--- src/rtl/pad_reader_pkg.sv ---
// Shared definitions for the controller pad reader: FSM states, the
// button bit map and a small bit-insert helper.
package pad_reader_pkg;

  typedef enum logic [2:0] {
    ST_IDLE     = 3'd0,
    ST_LATCH    = 3'd1,
    ST_CLK_LOW  = 3'd2,
    ST_CLK_HIGH = 3'd3,
    ST_DONE     = 3'd4
  } state_e;

  localparam int unsigned NUM_BTNS = 8;

  // Bit position of each button in buttons1/buttons2; also the serial
  // order in which the controller shifts them out.
  localparam logic [2:0] BTN_A      = 3'd0;
  localparam logic [2:0] BTN_B      = 3'd1;
  localparam logic [2:0] BTN_SELECT = 3'd2;
  localparam logic [2:0] BTN_START  = 3'd3;
  localparam logic [2:0] BTN_UP     = 3'd4;
  localparam logic [2:0] BTN_DOWN   = 3'd5;
  localparam logic [2:0] BTN_LEFT   = 3'd6;
  localparam logic [2:0] BTN_RIGHT  = 3'd7;

  // Return v with bit idx replaced by b.
  function automatic logic [NUM_BTNS-1:0] set_bit(input logic [NUM_BTNS-1:0] v,
                                                  input logic [2:0]          idx,
                                                  input logic                b);
    logic [NUM_BTNS-1:0] r;
    r      = v;
    r[idx] = b;
    return r;
  endfunction

endpackage

--- src/rtl/pad_reader_sync_2ff.sv ---
// Two-flop synchronizer for one asynchronous input bit. Reset value is
// a parameter so idle-high lines come out of reset at their idle level.
module sync_2ff #(
  parameter logic RESET_VAL = 1'b0
) (
  input  logic clk_i,
  input  logic rst_i,
  input  logic d_i,
  output logic q_o
);

  logic meta_q;
  logic sync_q;

  // Two back-to-back flops; only sync_q is safe to use downstream.
  always_ff @(posedge clk_i or posedge rst_i) begin
    if (rst_i) begin
      meta_q <= RESET_VAL;
      sync_q <= RESET_VAL;
    end else begin
      meta_q <= d_i;
      sync_q <= meta_q;
    end
  end

  assign q_o = sync_q;

endmodule

--- src/rtl/pad_reader.sv ---
// Reads two serial game controllers sharing one latch/clock pair. A
// free-running poll counter starts a frame on each wrap; the frame
// latches the pads, clocks out 8 buttons and publishes both bytes at once.
module pad_reader
  import pad_reader_pkg::*;
#(
  parameter int unsigned HALF_CYCLES = 648,
  parameter int unsigned POLL_CYCLES = 1800000
) (
  input  logic       clock,
  input  logic       reset,
  input  logic       enable,
  input  logic       pad1_data,
  input  logic       pad2_data,
  output logic       pad_latch,
  output logic       pad_clk,
  output logic [7:0] buttons1,
  output logic [7:0] buttons2,
  output logic       valid
);

  localparam int unsigned POLL_W = (POLL_CYCLES > 1) ? $clog2(POLL_CYCLES) : 1;
  localparam int unsigned PH_W   = $clog2(2 * HALF_CYCLES);

  localparam logic [POLL_W-1:0] POLL_LAST  = POLL_W'(POLL_CYCLES - 1);
  localparam logic [PH_W-1:0]   LATCH_LAST = PH_W'(2 * HALF_CYCLES - 1);
  localparam logic [PH_W-1:0]   HALF_LAST  = PH_W'(HALF_CYCLES - 1);

  // A frame must finish before the next poll wrap.
  generate
    if (POLL_CYCLES <= 16 * HALF_CYCLES + 4) begin : g_bad_cfg
      $error("pad_reader: POLL_CYCLES must exceed 16*HALF_CYCLES+4");
    end
  endgenerate

  // Synchronized pad lines (idle high = no button pressed).
  logic pad1_s;
  logic pad2_s;

  sync_2ff #(.RESET_VAL(1'b1)) u_sync_pad1 (
    .clk_i (clock),
    .rst_i (reset),
    .d_i   (pad1_data),
    .q_o   (pad1_s)
  );

  sync_2ff #(.RESET_VAL(1'b1)) u_sync_pad2 (
    .clk_i (clock),
    .rst_i (reset),
    .d_i   (pad2_data),
    .q_o   (pad2_s)
  );

  // Poll counter.
  logic [POLL_W-1:0] poll_q;
  logic [POLL_W-1:0] poll_d;
  logic              tick;

  assign tick = (poll_q == POLL_LAST);

  // Next poll count: wrap to zero on the tick cycle.
  always_comb begin
    poll_d = poll_q + POLL_W'(1);
    if (tick) poll_d = '0;
  end

  // Free-running poll counter register.
  always_ff @(posedge clock or posedge reset) begin
    if (reset) poll_q <= '0;
    else       poll_q <= poll_d;
  end

  // Frame state.
  state_e          state_q;
  logic [PH_W-1:0] phase_q;
  logic [2:0]      bit_q;
  logic [7:0]      sr1_q;
  logic [7:0]      sr2_q;
  logic [7:0]      btn1_q;
  logic [7:0]      btn2_q;
  logic            latch_q;
  logic            pclk_q;
  logic            valid_q;

  // Shift registers with the current bit inserted (buttons active-high).
  logic [7:0] sr1_d;
  logic [7:0] sr2_d;

  // Insert the freshly sampled bit at its own position so a completed
  // frame lands directly in button-map order.
  always_comb begin
    sr1_d = set_bit(sr1_q, bit_q, ~pad1_s);
    sr2_d = set_bit(sr2_q, bit_q, ~pad2_s);
  end

  // Frame sequencer with registered pad strobes and outputs. Shift
  // registers stay internal until DONE so partial frames never leak.
  always_ff @(posedge clock or posedge reset) begin
    if (reset) begin
      state_q <= ST_IDLE;
      phase_q <= '0;
      bit_q   <= BTN_A;
      sr1_q   <= '0;
      sr2_q   <= '0;
      btn1_q  <= '0;
      btn2_q  <= '0;
      latch_q <= 1'b0;
      pclk_q  <= 1'b1;
      valid_q <= 1'b0;
    end else begin
      valid_q <= 1'b0;
      case (state_q)
        ST_IDLE: begin
          latch_q <= 1'b0;
          pclk_q  <= 1'b1;
          if (tick && enable) begin
            state_q <= ST_LATCH;
            phase_q <= '0;
            bit_q   <= BTN_A;
            latch_q <= 1'b1;
          end
        end

        ST_LATCH: begin
          if (phase_q == LATCH_LAST) begin
            sr1_q   <= sr1_d;
            sr2_q   <= sr2_d;
            bit_q   <= BTN_B;
            latch_q <= 1'b0;
            pclk_q  <= 1'b0;
            phase_q <= '0;
            state_q <= ST_CLK_LOW;
          end else begin
            phase_q <= phase_q + PH_W'(1);
          end
        end

        ST_CLK_LOW: begin
          if (phase_q == HALF_LAST) begin
            pclk_q  <= 1'b1;
            phase_q <= '0;
            state_q <= ST_CLK_HIGH;
          end else begin
            phase_q <= phase_q + PH_W'(1);
          end
        end

        ST_CLK_HIGH: begin
          if (phase_q == HALF_LAST) begin
            sr1_q   <= sr1_d;
            sr2_q   <= sr2_d;
            phase_q <= '0;
            if (bit_q == BTN_RIGHT) begin
              // Last bit: publish both pads together.
              btn1_q  <= sr1_d;
              btn2_q  <= sr2_d;
              valid_q <= 1'b1;
              state_q <= ST_DONE;
            end else begin
              bit_q   <= bit_q + 3'd1;
              pclk_q  <= 1'b0;
              state_q <= ST_CLK_LOW;
            end
          end else begin
            phase_q <= phase_q + PH_W'(1);
          end
        end

        ST_DONE: begin
          phase_q <= '0;
          state_q <= ST_IDLE;
        end

        default: begin
          latch_q <= 1'b0;
          pclk_q  <= 1'b1;
          phase_q <= '0;
          state_q <= ST_IDLE;
        end
      endcase
    end
  end

  assign pad_latch = latch_q;
  assign pad_clk   = pclk_q;
  assign buttons1  = btn1_q;
  assign buttons2  = btn2_q;
  assign valid     = valid_q;

endmodule

--- config.mk ---
export PLATFORM = sky130hd
export DESIGN_NAME = pad_reader
export DESIGN_NICKNAME = d
export VERILOG_FILES = /design/src/rtl/pad_reader_pkg.sv /design/src/rtl/pad_reader_sync_2ff.sv /design/src/rtl/pad_reader.sv
export SDC_FILE = /design/constraint.sdc
export NUM_CORES = 1
export LEC_CHECK = 0
export BUFFER_PORTS_ARGS = -buffer_cell sky130_fd_sc_hd__buf_2
export CAP_MARGIN = 15
export CELL_PAD_IN_SITES_DETAIL_PLACEMENT = 0
export CELL_PAD_IN_SITES_GLOBAL_PLACEMENT = 1
export CORE_ASPECT_RATIO = 0.5
export CORE_MARGIN = 2
export CORE_UTILIZATION = 30
export DETAILED_ROUTE_END_ITERATION = 12
export PLACE_DENSITY = 0.53
export SLEW_MARGIN = 10
export SYNTH_ARGS = -nofsm -noshare
export SYNTH_HDL_FRONTEND = slang
export SYNTH_HIERARCHICAL = 1
export SYNTH_SLANG_ARGS = --single-unit
--- constraint.sdc ---
create_clock -name clock -period 2.7 [get_ports clock]
set_input_delay 0.135 -clock clock [delete_from_list [all_inputs] [get_ports clock]]
set_output_delay 0.135 -clock clock [all_outputs]
set_load 0.03 [all_outputs]
### Word-level counts from Yosys, hierarchy flattened

Cells that the tools add are included.

| word-level totals | value |
|---|---|
| flip-flop bits (word level) | 77 |
| output and inout port bits | 19 |
| logic and storage cells | 86 |

| operators by class | value |
|---|---|
| add/sub/neg operators | 3 |
| order comparisons | 2 |
| eq/ne operators | 13 |
| muxes and demuxes | 36 |
| bitwise gates (word level) | 4 |
| reductions and logical operators | 13 |

Operator list:

| cell | number |
|---|---|
| $mux 11 | 3 |
| $pmux 11 s3 | 1 |
| $mux 8 | 4 |
| $pmux 8 s2 | 2 |
| $mux 3 | 9 |
| $add 21x1->21 const B | 1 |
| $eq 21x21->1 const B | 1 |
| $mux 21 | 1 |
| $bwmux 8 | 2 |
| $pmux 3 s4 | 1 |
| $add 11x1->11 const B | 1 |
| $eq 11x10->1 const B | 1 |
| $eq 11x11->1 const B | 1 |
| $ne 2x2->1 const B | 5 |
| $reduce_and 5->1 | 2 |
| $mux 1 | 9 |
| $pmux 3 s3 | 1 |
| $eq 3x2->1 const B | 2 |
| $eq 3x3->1 const B | 2 |
| $reduce_and 3->1 | 2 |
| $lt 3x4->1 const B | 1 |
| $not 1->1 | 4 |
| $pmux 1 s4 | 1 |
| $reduce_and 4->1 | 1 |
| 12 further kinds | 13 |

### Longest topological paths before layout

Gate-level depths: netlist (run 1).

| depth | value |
|---|---|
| depth in word-level cells | 7 |
| gate-level depth with buffers | 7 |

### Cells and area by module

The synthesis (run 1) kept the hierarchy.

By module, submodules not included:

| module | instances | cells an instance | area an instance (um^2) | seq. area each (um^2) |
|---|---|---|---|---|
| pad_reader | 1 | 366 | 3490.8 | 1828.0 |
| sync_2ff | 2 | 3 | 56.3 | 52.6 |

### Worst setup path after synthesis (run 1)

Ideal clock, no wire load.

| timing | value |
|---|---|
| path type | reg2reg |
| start | register phase_q[5] |
| end | register phase_q[6] |
| library setup time | 0.124 ns |
| arrival time | 1.867 ns |
| required time | 2.576 ns |
| setup slack | 0.709 ns |
| stages on the path, launching flop included | 8 |
| clock period less this slack | 1.991 ns |
| path through | dfrtp_1 > or3_1 > buf_2 > nor4_4 > o32a_2 > buf_6 > nor2_1 > a211o_1 |

| between the ends | value |
|---|---|
| word-level cells in the longest chain between the ends | 3 |

Ends and longest elaborated chain:

| element | line | text |
|---|---|---|
| start, declared | pad_reader.sv:75 | `logic [PH_W-1:0] phase_q;` |
| start signal, assigned | pad_reader.sv:134 | `phase_q <= phase_q + PH_W'(1);` |
| start signal, assigned | pad_reader.sv:144 | `phase_q <= phase_q + PH_W'(1);` |
| start signal, assigned | pad_reader.sv:165 | `phase_q <= phase_q + PH_W'(1);` |
| $add 11x1->11, or another cell as far along | pad_reader.sv:134, pad_reader.sv:144, pad_reader.sv:165 |  |
| $mux 11 (on tied branches) | pad_reader.sv:139, pad_reader.sv:149, pad_reader.sv:125 |  |
| $pmux 11 s3 (*) | pad_reader.sv:112 | `case (state_q)` |

Every way passes the cells marked *; elsewhere a longest branch is shown, timed or not.
A chain may end at the register's enable or synchronous reset.

### Worst setup path after layout (run 1)

| timing | value |
|---|---|
| start | register phase_q[7] |
| end | register sr2_q[6] |

| between the ends | value |
|---|---|
| word-level cells in the longest chain between the ends | 3 |

Ends and longest elaborated chain:

| element | line | text |
|---|---|---|
| $eq 11x10->1 / $eq 11x11->1 (equally long branches) | pad_reader.sv:149, pad_reader.sv:125 |  |
| $ne 2x2->1 (no source line) | n/a |  |
| $reduce_and 3->1 (no source line) (*) | n/a |  |
| end signal, assigned | pad_reader.sv:127 | `sr2_q <= sr2_d;` |
| end signal, assigned | pad_reader.sv:151 | `sr2_q <= sr2_d;` |
| end, declared | pad_reader.sv:78 | `logic [7:0] sr2_q;` |

Marked as above.

==> run summary, run 1 <==
### Die
- 0.306 — starting utilization of the core area
- 81.5 um — Die Span Y
- 24 — I/O pins
- 28 — count of standard-cell rows
- 159 um — width of the die
- 11800 um^2 — area of the placeable core
- 13000 um^2 — full die area

### Outcome
- complete, no violations — status

### Final layout
- 407 — nets
- 0.139 — share of final-layout standard cells stronger than drive strength 1
- 0.360 — Util after Layout
- 17.6% — area grow syn2layout
- 0 — antenna cell count

### Pwr
- 0.203 — proportion of total power due to net switching
- 1.92 nW — cell leakage power
- 0.216 mV — Worst VDD drop
- 565 nW/um^2 — power density over cell area
- 1.91 mW — internal portion of total power
- 0.487 — Reg power frac
- 486 uW — net switching power
- 0.015 — combinational cell fraction of total power
- 0.498 — share of total power in the clock network

### CTS
- done — clock tree from TritonCTS
- 3 — H-tree level count
- 60 ps — clk slew on worst S/H paths
- 9 — number of buffers created by CTS
- 2 — maximum clock path buffer count
- 77 — number of sinks handled by clock tree synthesis
- sky130_fd_sc_hd__clkbuf_16 — cell chosen for the clock root
- 340 ps — clock latency of the later-clocked register in the worst-skew pair

### Route
- 13.2 um — WL/cell
- 0 — antenna-violating nets left
- 4 — first-pass iteration count of the detailed router
- 0 — DRC viols
- 4.72 — Avg Vias per Cell
- 2682 — total vias in the final route
- 7490 um — final wirelength
- 110 — DR iter-0 viols

### Timing
- 0.357 — normalized max-slew margin
- 0 ps — total negative slack
- 965 ps — Slew @ Worst Pin
- 3.73 ps — largest clock skew in the final design
- 0 — number of slew-limit violations in the final report
- no — setup repair after global routing missed its margin
- 0 — Final Setup Violations
- 0.857 — Period Utilization, post-route
- 432 MHz — FMAX
- 0 — Final Hold Viols
- 2310 ps — Final Critical Period

### Synthesis
- 0 — EDFF count, synth
- sky130_fd_sc_hd__dfrtp_1 — post-synthesis cell type with the largest combined area
- sky130_fd_sc_hd__dfrtp_1, sky130_fd_sc_hd__o21ai_0, sky130_fd_sc_hd__nand2_1 — Synth area leaders
- 372 — Post-Syn Instances
- sky130_fd_sc_hd__dfrtp_1 — most instantiated flip-flop cell in the synthesis netlist
- 1.00 — fraction of registers with async set/reset
- 6 — yosys warns
- 0.536 — sequential-to-total area share from yosys stat
- 9.69 um^2 — synthesized area divided by synthesized cell count
- 3600 um^2 — Synth Cell Area
- 47 — Netlist cell types
- 0.500 — top-area cell type share of the netlist area
- 381 — syn_nets
- 77 — register bit count reported by yosys

### Critical path
- flip-flop — CP endpoint kind
- 14 — maximum net fanout on the critical path
- 590 ps — Worst path max stage delay
- flip-flop — launching element type of the critical path
- reg2reg — Setup CP Type
- 2910 ps — Worst Path Required
- sky130_fd_sc_hd__or4bb_1 — CP max-delay cell
- 1 — Buf/Inv on CP
- simple AND/OR/NAND/NOR gates — dominant delay contributor by cell family on the critical path
- 2530 ps — endpoint arrival time on the critical path
- or4bb_1 -> nor3_1 -> a22oi_1 -> buf_4 -> nand2_1 -> o21ai_0 — series of cell instances along the critical path

### GRT
- 0.199 — global-route met2 utilization
- 12800 um — wire length of the first global-routing pass
- 0.0449 — global-route track usage on met3
- 74 — largest net degree at the start of global routing
- 0 — total congestion overflow after global routing
- 2552 — via count of the first global-routing pass
- met2 — most congested layer reported by global routing
- 0.167 — global routing met1 resource utilization
- 0.127 — aggregate global-route resource usage
- 0 — antenna violations before repair

### Hold path
- in2reg — worst hold-check path type

### Run
- 0 — # Max-Cap Violations

### Placed design
- 23 — number of buffer cells added on primary ports
- 5080 um — hpwl dp
- 0.726 — gp weighted congestion

==> per-layer routing <==
layer  up-vias  part of all wire
met4         0             0.013
met3         8             0.047
met1      1273              0.50
li1       1358                 -
met2        43              0.44
met5         -                 0
==> metrics by stage <==
stage	power (mW)	hold slack [ps]	setup slack, ps	std cells	instance area, um^2
6_report	2.39	93.0	386	568	4240
5_1_grt	2.49	116	153	568	4240
4_1_cts	2.43	79.1	400	568	4240
3_5_place_dp	1.22	191	409	549	3910
3_3_place_gp	1.22	184	433	549	3910
2_1_floorplan	1.20	46.5	709	372	3600
==> path summary, 6_finish.rpt <==
check | startpoint | to | slack [ps] | cells past startpoint
hold reg to reg | u_sync_pad1/meta_q | u_sync_pad1/q_o | 360 | 0
setup / recovery | phase_q[7] | sr2_q[6] | 390 | 6
hold / removal | enable | pad_latch | 90 | 3
setup reg to reg | phase_q[7] | sr2_q[6] | 390 | 6
min in group asynchronous | reset | u_sync_pad1/q_o | 380 | 3
max in group asynchronous | reset | pad_clk | 1900 | 4
==> placed cells by master (no fill, tap or decap), types with 5 or more instances in the layout <==
cell / n
sky130_fd_sc_hd__nand3_1: 15
sky130_fd_sc_hd__buf_4: 7
sky130_fd_sc_hd__o21ai_0: 45
sky130_fd_sc_hd__nor3_1: 8
sky130_fd_sc_hd__xor2_1: 15
sky130_fd_sc_hd__nand4_1: 6
sky130_fd_sc_hd__xnor2_1: 8
sky130_fd_sc_hd__o31ai_1: 5
sky130_fd_sc_hd__dfrtp_1: 72
sky130_fd_sc_hd__nor3b_1: 5
sky130_fd_sc_hd__nor4_1: 5
sky130_fd_sc_hd__a21oi_1: 13
sky130_fd_sc_hd__nand2_1: 57
sky130_fd_sc_hd__inv_1: 5
sky130_fd_sc_hd__nor2_1: 30
sky130_fd_sc_hd__clkbuf_16: 9
sky130_fd_sc_hd__o21ai_1: 5
sky130_fd_sc_hd__dfstp_2: 5
sky130_fd_sc_hd__buf_2: 23
==> synthesized netlist by cell type, types with 3 or more instances <==
cell type                   n
sky130_fd_sc_hd__dfrtp_1   72
sky130_fd_sc_hd__nand2_1   57
sky130_fd_sc_hd__o21ai_0   45
sky130_fd_sc_hd__nor2_1    30
sky130_fd_sc_hd__nand3_1   15
sky130_fd_sc_hd__xor2_1    15
sky130_fd_sc_hd__a21oi_1   13
sky130_fd_sc_hd__clkbuf_1  13
sky130_fd_sc_hd__nor3_1     8
sky130_fd_sc_hd__xnor2_1    8
sky130_fd_sc_hd__inv_1      6
sky130_fd_sc_hd__nand4_1    6
sky130_fd_sc_hd__dfstp_2    5
sky130_fd_sc_hd__nor3b_1    5
sky130_fd_sc_hd__nor4_1     5
sky130_fd_sc_hd__o21ai_1    5
sky130_fd_sc_hd__o31ai_1    5
sky130_fd_sc_hd__a21o_1     4
sky130_fd_sc_hd__and3_1     4
sky130_fd_sc_hd__and4_1     4
sky130_fd_sc_hd__buf_2      4
sky130_fd_sc_hd__ha_1       4
sky130_fd_sc_hd__nand3b_1   4
sky130_fd_sc_hd__or4bb_1    4
sky130_fd_sc_hd__nand2b_1   3
sky130_fd_sc_hd__or3_1      3
==> kinds of logic (layout without fill, tap and decap cells) <==
family                   after synthesis  after routing  synth area share
AND/OR/NAND/NOR                      156            156             0.221
AO/OA/AOI/OAI                         86             86             0.140
flip-flops                            77             77             0.536
buffers and inverters                 25             56            0.0295
XOR/XNOR                              23             23            0.0559
adder cells (fa/ha/maj)                4              4            0.0139
multiplexers                           1              1           0.00312
==> worst reg2reg max path, stage by stage, from the launching register on <==
cell                      delay (ps)
sky130_fd_sc_hd__dfrtp_1         440
sky130_fd_sc_hd__or4bb_1         590
sky130_fd_sc_hd__nor3_1          330
sky130_fd_sc_hd__a22oi_1         390
sky130_fd_sc_hd__buf_4           300
sky130_fd_sc_hd__nand2_1          70
sky130_fd_sc_hd__o21ai_0          70
==> flip-flops by register name, summed over array words and instances (netlist names), 3 cells and up <==
name,flops
poll_q,21
phase_q,11
buttons1,8
buttons2,8
sr1_q,8
sr2_q,8
bit_q,3
state_q,3
==> what timing repair did <==
item	4_1_cts	5_1_grt
hold endpoints to repair	78	0
resized for setup	0	0
hold buffers	3	0
buffers inserted	0	0
==> layout make-up <==
class / count / area [um^2]
Clock buffer: 12 / 246
Clock inverter: 4 / 47.5
Fill cell: 1203 / 7530
Inverter: 6 / 22.5
Multi-Input combinational cell: 270 / 1560
Sequential cell: 77 / 1930
Tap cell: 165 / 206
Timing Repair Buffer: 34 / 218
==> power by group through the flow <==
stage	sequential [mW]	combinational (mW)	clock, mW
6_report	1.17	0.0347	1.19
5_1_grt	1.17	0.0412	1.28
4_1_cts	1.17	0.0372	1.23
3_5_place_dp	1.19	0.0335	0
3_3_place_gp	1.19	0.0329	0
2_1_floorplan	1.18	0.0219	0
No activity file was read; power rests on OpenSTA's default activity.
==> run 2: changes to the inputs <==
clock period = 2.23 ns   (was 2.7 ns; I/O delays follow)
==> run 2 against run 1 <==
Clock skew grew 4.5 ps. Sequential cell count is the same. Combinational power up 25%. Worst hold slack got worse by 4.1 ps. Sequential power grew 21%. Via count rose by 2.2%. Sequential share of layout area decreased by 1.9 points. Cell area up 4.4%. Critical path type unchanged. Non-clock buffer count up 21. Count of clock-buffer cells in the layout unchanged. Register-to-register slack got worse by 300 ps. Maximum frequency is 8.0% higher. Largest power group unchanged.
==> run summary, run 2 (synthesis gave the netlist of run 1 again) <==
### Route
- 0 — antenna-violating nets left, unchanged
- 4 — first-pass iteration count of the detailed router, unchanged
- 7690 um — final wirelength, +2.7%
- 0 — DRC viols, unchanged
- 98 — DR iter-0 viols, -11%
- 2742 — total vias in the final route, +2.2%
- 13.1 um — WL/cell, -0.97%
- 4.66 — Avg Vias per Cell, -1.4%

### Pwr
- 0.270 mV — Worst VDD drop, +25%
- 677 nW/um^2 — power density over cell area, +20%
- 3.00 mW — total power consumption of the routed design, +25%
- 2.03 nW — cell leakage power, +5.8%

### Die
- 11800 um^2 — area of the placeable core, unchanged
- 28 — count of standard-cell rows, unchanged
- 81.5 um — Die Span Y, unchanged
- 159 um — width of the die, unchanged
- 24 — I/O pins, unchanged
- 13000 um^2 — full die area, unchanged
- 0.306 — starting utilization of the core area, unchanged

### Placed design
- 0.848 — gp weighted congestion, +17%
- 5320 um — hpwl dp, +4.7%
- 4060 um^2 — cell area after placement, +3.8%
- 23 — number of buffer cells added on primary ports, unchanged

### Critical path
- 6 — maximum net fanout on the critical path, -8
- compound AO/OA/AOI/OAI gates — dominant delay contributor by cell family on the critical path
- flip-flop — launching element type of the critical path
- sky130_fd_sc_hd__a22o_1 — cell with the most instances on the worst path
- 2450 ps — Worst Path Required, -460 ps
- flip-flop — CP endpoint kind
- 1 — Buf/Inv on CP, unchanged
- reg2reg — Setup CP Type
- 2360 ps — endpoint arrival time on the critical path, -170 ps
- sky130_fd_sc_hd__or4bb_1 — CP max-delay cell
- 540 ps — Worst path max stage delay, -50 ps
- or4bb_1 -> buf_4 -> o31ai_1 -> a22o_1 -> nand2b_1 -> a22o_1 — series of cell instances along the critical path

### GRT
- 0 — antenna violations before repair, unchanged
- 0 — total congestion overflow after global routing, unchanged
- 35 — largest net degree at the start of global routing, -53%
- 13100 um — wire length of the first global-routing pass, +1.9%
- 0.129 — aggregate global-route resource usage, +0.00166
- 2688 — via count of the first global-routing pass, +5.3%

### CTS
- 60 ps — clk slew on worst S/H paths, about the same
- 77 — number of sinks handled by clock tree synthesis, unchanged
- 340 ps — clock latency of the later-clocked register in the worst-skew pair, about the same
- 9 — number of buffers created by CTS, unchanged
- 2 — maximum clock path buffer count, unchanged
- done — clock tree from TritonCTS
- sky130_fd_sc_hd__clkbuf_16 — cell chosen for the clock root
- 3 — H-tree level count, unchanged

### Final layout
- 22.7% — area grow syn2layout
- 0.184 — share of final-layout standard cells stronger than drive strength 1, +0.0450
- sky130_fd_sc_hd__dfrtp_1, sky130_fd_sc_hd__nand2_1, sky130_fd_sc_hd__o21ai_0 — top library cells by usage in the layout, fill and taps aside
- poll_q — Reg with most FFs
- sky130_fd_sc_hd__dfrtp_1 — most frequent standard cell in the layout excluding fill and tap cells
- poll_q (21), phase_q (11) — registers with the most flip-flops
- 21 — max reg flops, unchanged
- 428 — nets, +5.2%
- 0 — antenna cell count, unchanged
- 4420 um^2 — post-layout instance area, +4.4%

### Timing
- 0 — number of slew-limit violations in the final report, unchanged
- 8.24 ps — largest clock skew in the final design, +4.51 ps
- 608 ps — Slew @ Worst Pin, -357 ps
- 88.8 ps — Hold Worst Slack, -4.14 ps
- 0.593 — normalized max-slew margin, +0.236
- 0 — Final Setup Violations, unchanged
- 0 — Final Hold Viols, unchanged
- 0.961 — Period Utilization, post-route, +0.104
- 2140 ps — Final Critical Period, -172 ps
- 467 MHz — FMAX, +8.0%

### Outcome
- complete, no violations — status

### Hold path
- in2reg — worst hold-check path type

### Run
- 0 — # Max-Cap Violations, unchanged

==> run 2: layout make-up <==
type | instances | area (um^2)
sequential | 77 | 1930
clock buffer | 12 | 236
fill | 1226 | 7350
inverter | 6 | 22.5
tap | 165 | 206
clock inverter | 4 | 73.8
timing repair buffer | 55 | 375
multi-input combinational | 270 | 1580
==> run 2: timing repair <==
item / in CTS / in global routing
hold buffers: 3 / 0
setup buffers: 0 / 1
hold endpoints to repair: 21 / 0
resized for setup: 0 / 2
endpoints found under the setup margin: 0 / 14
==> run 2: worst reg2reg max path, delay by kind of cell (launching register included) <==
kind,cells,cell delay [ps]
compound gates,3,800
simple gates,2,640
flops,1,430
buf+inv,1,170
==> run 2: per-stage QoR <==
stage               std cells  TNS (ps)  worst slack, ps   util
global placement          569         0              139  0.345
finish                    589         0             88.1  0.376
detailed placement        569         0             90.7  0.345
global route              589   -0.0973          -0.0973  0.376
floorplan                 372         0              239      -
CTS                       588         0             87.0  0.374
==> run 2: power by group <==
group,total [mW],internal [mW],switching (mW)
Sequential,1.41,1.40,0.00760
Combinational,0.0434,0.0121,0.0313
Clock,1.54,0.981,0.560
Total,3.00,2.40,0.599
==> run 2: path summary, 6_finish.rpt <==
path | slack [ps] | startpoint | cells past startpoint | end
setup reg to reg | 90 | phase_q[9] | 6 | bit_q[0]
min in group asynchronous | 340 | reset | 3 | buttons2[2]
hold / removal | 90 | enable | 3 | pad_latch
hold reg to reg | 360 | u_sync_pad2/meta_q | 0 | u_sync_pad2/q_o
max in group asynchronous | 1240 | reset | 4 | sr1_q[5]
setup / recovery | 90 | phase_q[9] | 6 | bit_q[0]
==> run 2: routing by layer <==
metal	vias to the layer above	wire length [um]	track usage
met4	0	98	0.0418
met3	11	292	0.0424
met1	1291	3880	0.166
li1	1402	-	-
met2	38	3420	0.210
met5	-	0	0
==> run 3: changes to the inputs <==
CELL_PAD_IN_SITES_DETAIL_PLACEMENT = 1   (was 0)
==> run 3 against run 2 <==
Sequential share of layout area down 0.086 points. Global-route usage up 1.5 points. Non-clock buffer count down 1. Critical path depth down 1. Utilization up 0.074 points. Final cell count down 0.17%. Combinational power up 3%. Largest cell class unchanged.
==> run summary, run 3 (synthesis gave the netlist of run 1 again) <==
### Pwr
- 3.00 mW — total power consumption of the routed design, +0.18%
- 0.280 mV — Worst VDD drop, +3.8%
- 677 nW/um^2 — power density over cell area, about the same
- 2.03 nW — cell leakage power, about the same

### Final layout
- 0.191 — share of final-layout standard cells stronger than drive strength 1, +0.00753
- sky130_fd_sc_hd__dfrtp_1, sky130_fd_sc_hd__nand2_1, sky130_fd_sc_hd__o21ai_0 — top library cells by usage in the layout, fill and taps aside
- poll_q (21), phase_q (11) — registers with the most flip-flops
- 427 — nets, -0.23%
- sky130_fd_sc_hd__dfrtp_1 — most frequent standard cell in the layout excluding fill and tap cells
- 0 — antenna cell count, unchanged
- poll_q — Reg with most FFs
- 23.0% — area grow syn2layout
- 21 — max reg flops, unchanged

### Critical path
- simple AND/OR/NAND/NOR gates — dominant delay contributor by cell family on the critical path
- or3_1 -> nor4_4 -> o32a_2 -> nor3_1 -> a211o_1 — series of cell instances along the critical path
- flip-flop — launching element type of the critical path
- reg2reg — Setup CP Type
- 2450 ps — Worst Path Required, about the same
- 2320 ps — endpoint arrival time on the critical path, -40 ps
- flip-flop — CP endpoint kind
- sky130_fd_sc_hd__or3_1 — CP max-delay cell
- 13 — maximum net fanout on the critical path, +7
- 530 ps — Worst path max stage delay, about the same
- 0 — Buf/Inv on CP, -1

### Route
- 14.5 um — WL/cell, +11%
- 8510 um — final wirelength, +11%
- 0 — antenna-violating nets left, unchanged
- 4 — first-pass iteration count of the detailed router, unchanged
- 0 — DRC viols, unchanged
- 101 — DR iter-0 viols, +3.1%
- 2819 — total vias in the final route, +2.8%
- 4.79 — Avg Vias per Cell, +3.0%

### CTS
- 330 ps — clock latency of the later-clocked register in the worst-skew pair, about the same
- 2 — maximum clock path buffer count, unchanged
- 3 — H-tree level count, unchanged
- sky130_fd_sc_hd__clkbuf_16 — cell chosen for the clock root
- done — clock tree from TritonCTS
- 9 — number of buffers created by CTS, unchanged
- 0 — Post-CTS Repair Setup Buffers, unchanged
- 77 — number of sinks handled by clock tree synthesis, unchanged
- 60 ps — clk slew on worst S/H paths, about the same

### Die
- 11800 um^2 — area of the placeable core, unchanged
- 0.306 — starting utilization of the core area, unchanged
- 81.5 um — Die Span Y, unchanged
- 28 — count of standard-cell rows, unchanged
- 159 um — width of the die, unchanged
- 24 — I/O pins, unchanged
- 13000 um^2 — full die area, unchanged

### Timing
- 0.943 — Period Utilization, post-route, -0.0175
- 0 — Final Hold Viols, unchanged
- 0 ps — total negative slack, unchanged
- 0 — Final Setup Violations, unchanged
- 2100 ps — Final Critical Period, -39.1 ps
- 476 MHz — FMAX, +1.9%
- 7.41 ps — largest clock skew in the final design, -0.835 ps
- 0.675 — normalized max-slew margin, +0.0823
- 486 ps — Slew @ Worst Pin, -122 ps
- 0 — number of slew-limit violations in the final report, unchanged
- no — setup repair after global routing missed its margin

### Run
- 0 — # Max-Cap Violations, unchanged

### GRT
- 35 — largest net degree at the start of global routing, unchanged
- 14700 um — wire length of the first global-routing pass, +12%
- 0.144 — aggregate global-route resource usage, +0.0145
- 0 — total congestion overflow after global routing, unchanged
- 0 — antenna violations before repair, unchanged
- 3049 — via count of the first global-routing pass, +13%

### Placed design
- 6000 um — hpwl dp, +13%
- 0.848 — gp weighted congestion, unchanged
- 23 — number of buffer cells added on primary ports, unchanged

### Hold path
- in2reg — worst hold-check path type

### Outcome
- complete, no violations — status

==> run 3: report_power, final <==
part | leakage, nW | total [mW] | switching (mW) | internal (mW)
combinational | 0.872 | 0.0447 | 0.0325 | 0.0121
clock | 0.153 | 1.55 | 0.566 | 0.980
sequential | 1.00 | 1.41 | 0.00717 | 1.40
==> run 3: cell type report <==
type / count / area [um^2]
inverter: 6 / 22.5
clock buffer: 10 / 229
sequential: 77 / 1930
tap: 165 / 206
timing repair buffer: 54 / 368
clock inverter: 6 / 86.3
multi-input combinational: 270 / 1590
fill: 1359 / 7340
==> run 3: final timing paths <==
| check | from | to | slack [ps] | cells past startpoint |
|---|---|---|---|---|
| max | phase_q[5] | phase_q[6] | 130 | 5 |
| min | enable | pad_latch | 110 | 3 |
| max reg2reg | phase_q[5] | phase_q[6] | 130 | 5 |
| min reg2reg | u_sync_pad2/meta_q | u_sync_pad2/q_o | 350 | 0 |
| max in group asynchronous | reset | sr1_q[5] | 1210 | 4 |
| min in group asynchronous | reset | sr1_q[1] | 360 | 3 |
==> run 3: timing repair <==
item                       CTS  global route
setup endpoints to repair    0            21
hold endpoints to repair    21             0
gates resized for setup      0             4
hold buffers                 3             0
==> run 3: tightest hold or removal path, stage by stage <==
cell and delay [ps]:
sky130_fd_sc_hd__buf_2 130, sky130_fd_sc_hd__nand2_1 80, sky130_fd_sc_hd__o21ai_0 80
==> run 3: per-layer routing <==
layer / track usage / part of all wire / wire, um
met1: 0.171 / 0.48 / 4120
met2: 0.257 / 0.47 / 4000
met3: 0.0444 / 0.035 / 296
met4: 0.0427 / 0.011 / 92
met5: 0 / 0 / 0
==> run 3: stage by stage <==
step / cell area (um^2) / std cells / setup slack (ps) / utilization / hold WS [ps]
finish: 4430 / 588 / 127 / 0.376 / 112
detailed placement: 4060 / 569 / 86.0 / 0.345 / 147
CTS: 4410 / 588 / 82.9 / 0.375 / 92.4
floorplan: 3600 / 372 / 239 / - / 23.0
global placement: 4060 / 569 / 139 / 0.345 / 136
global route: 4430 / 588 / 29.9 / 0.376 / 116
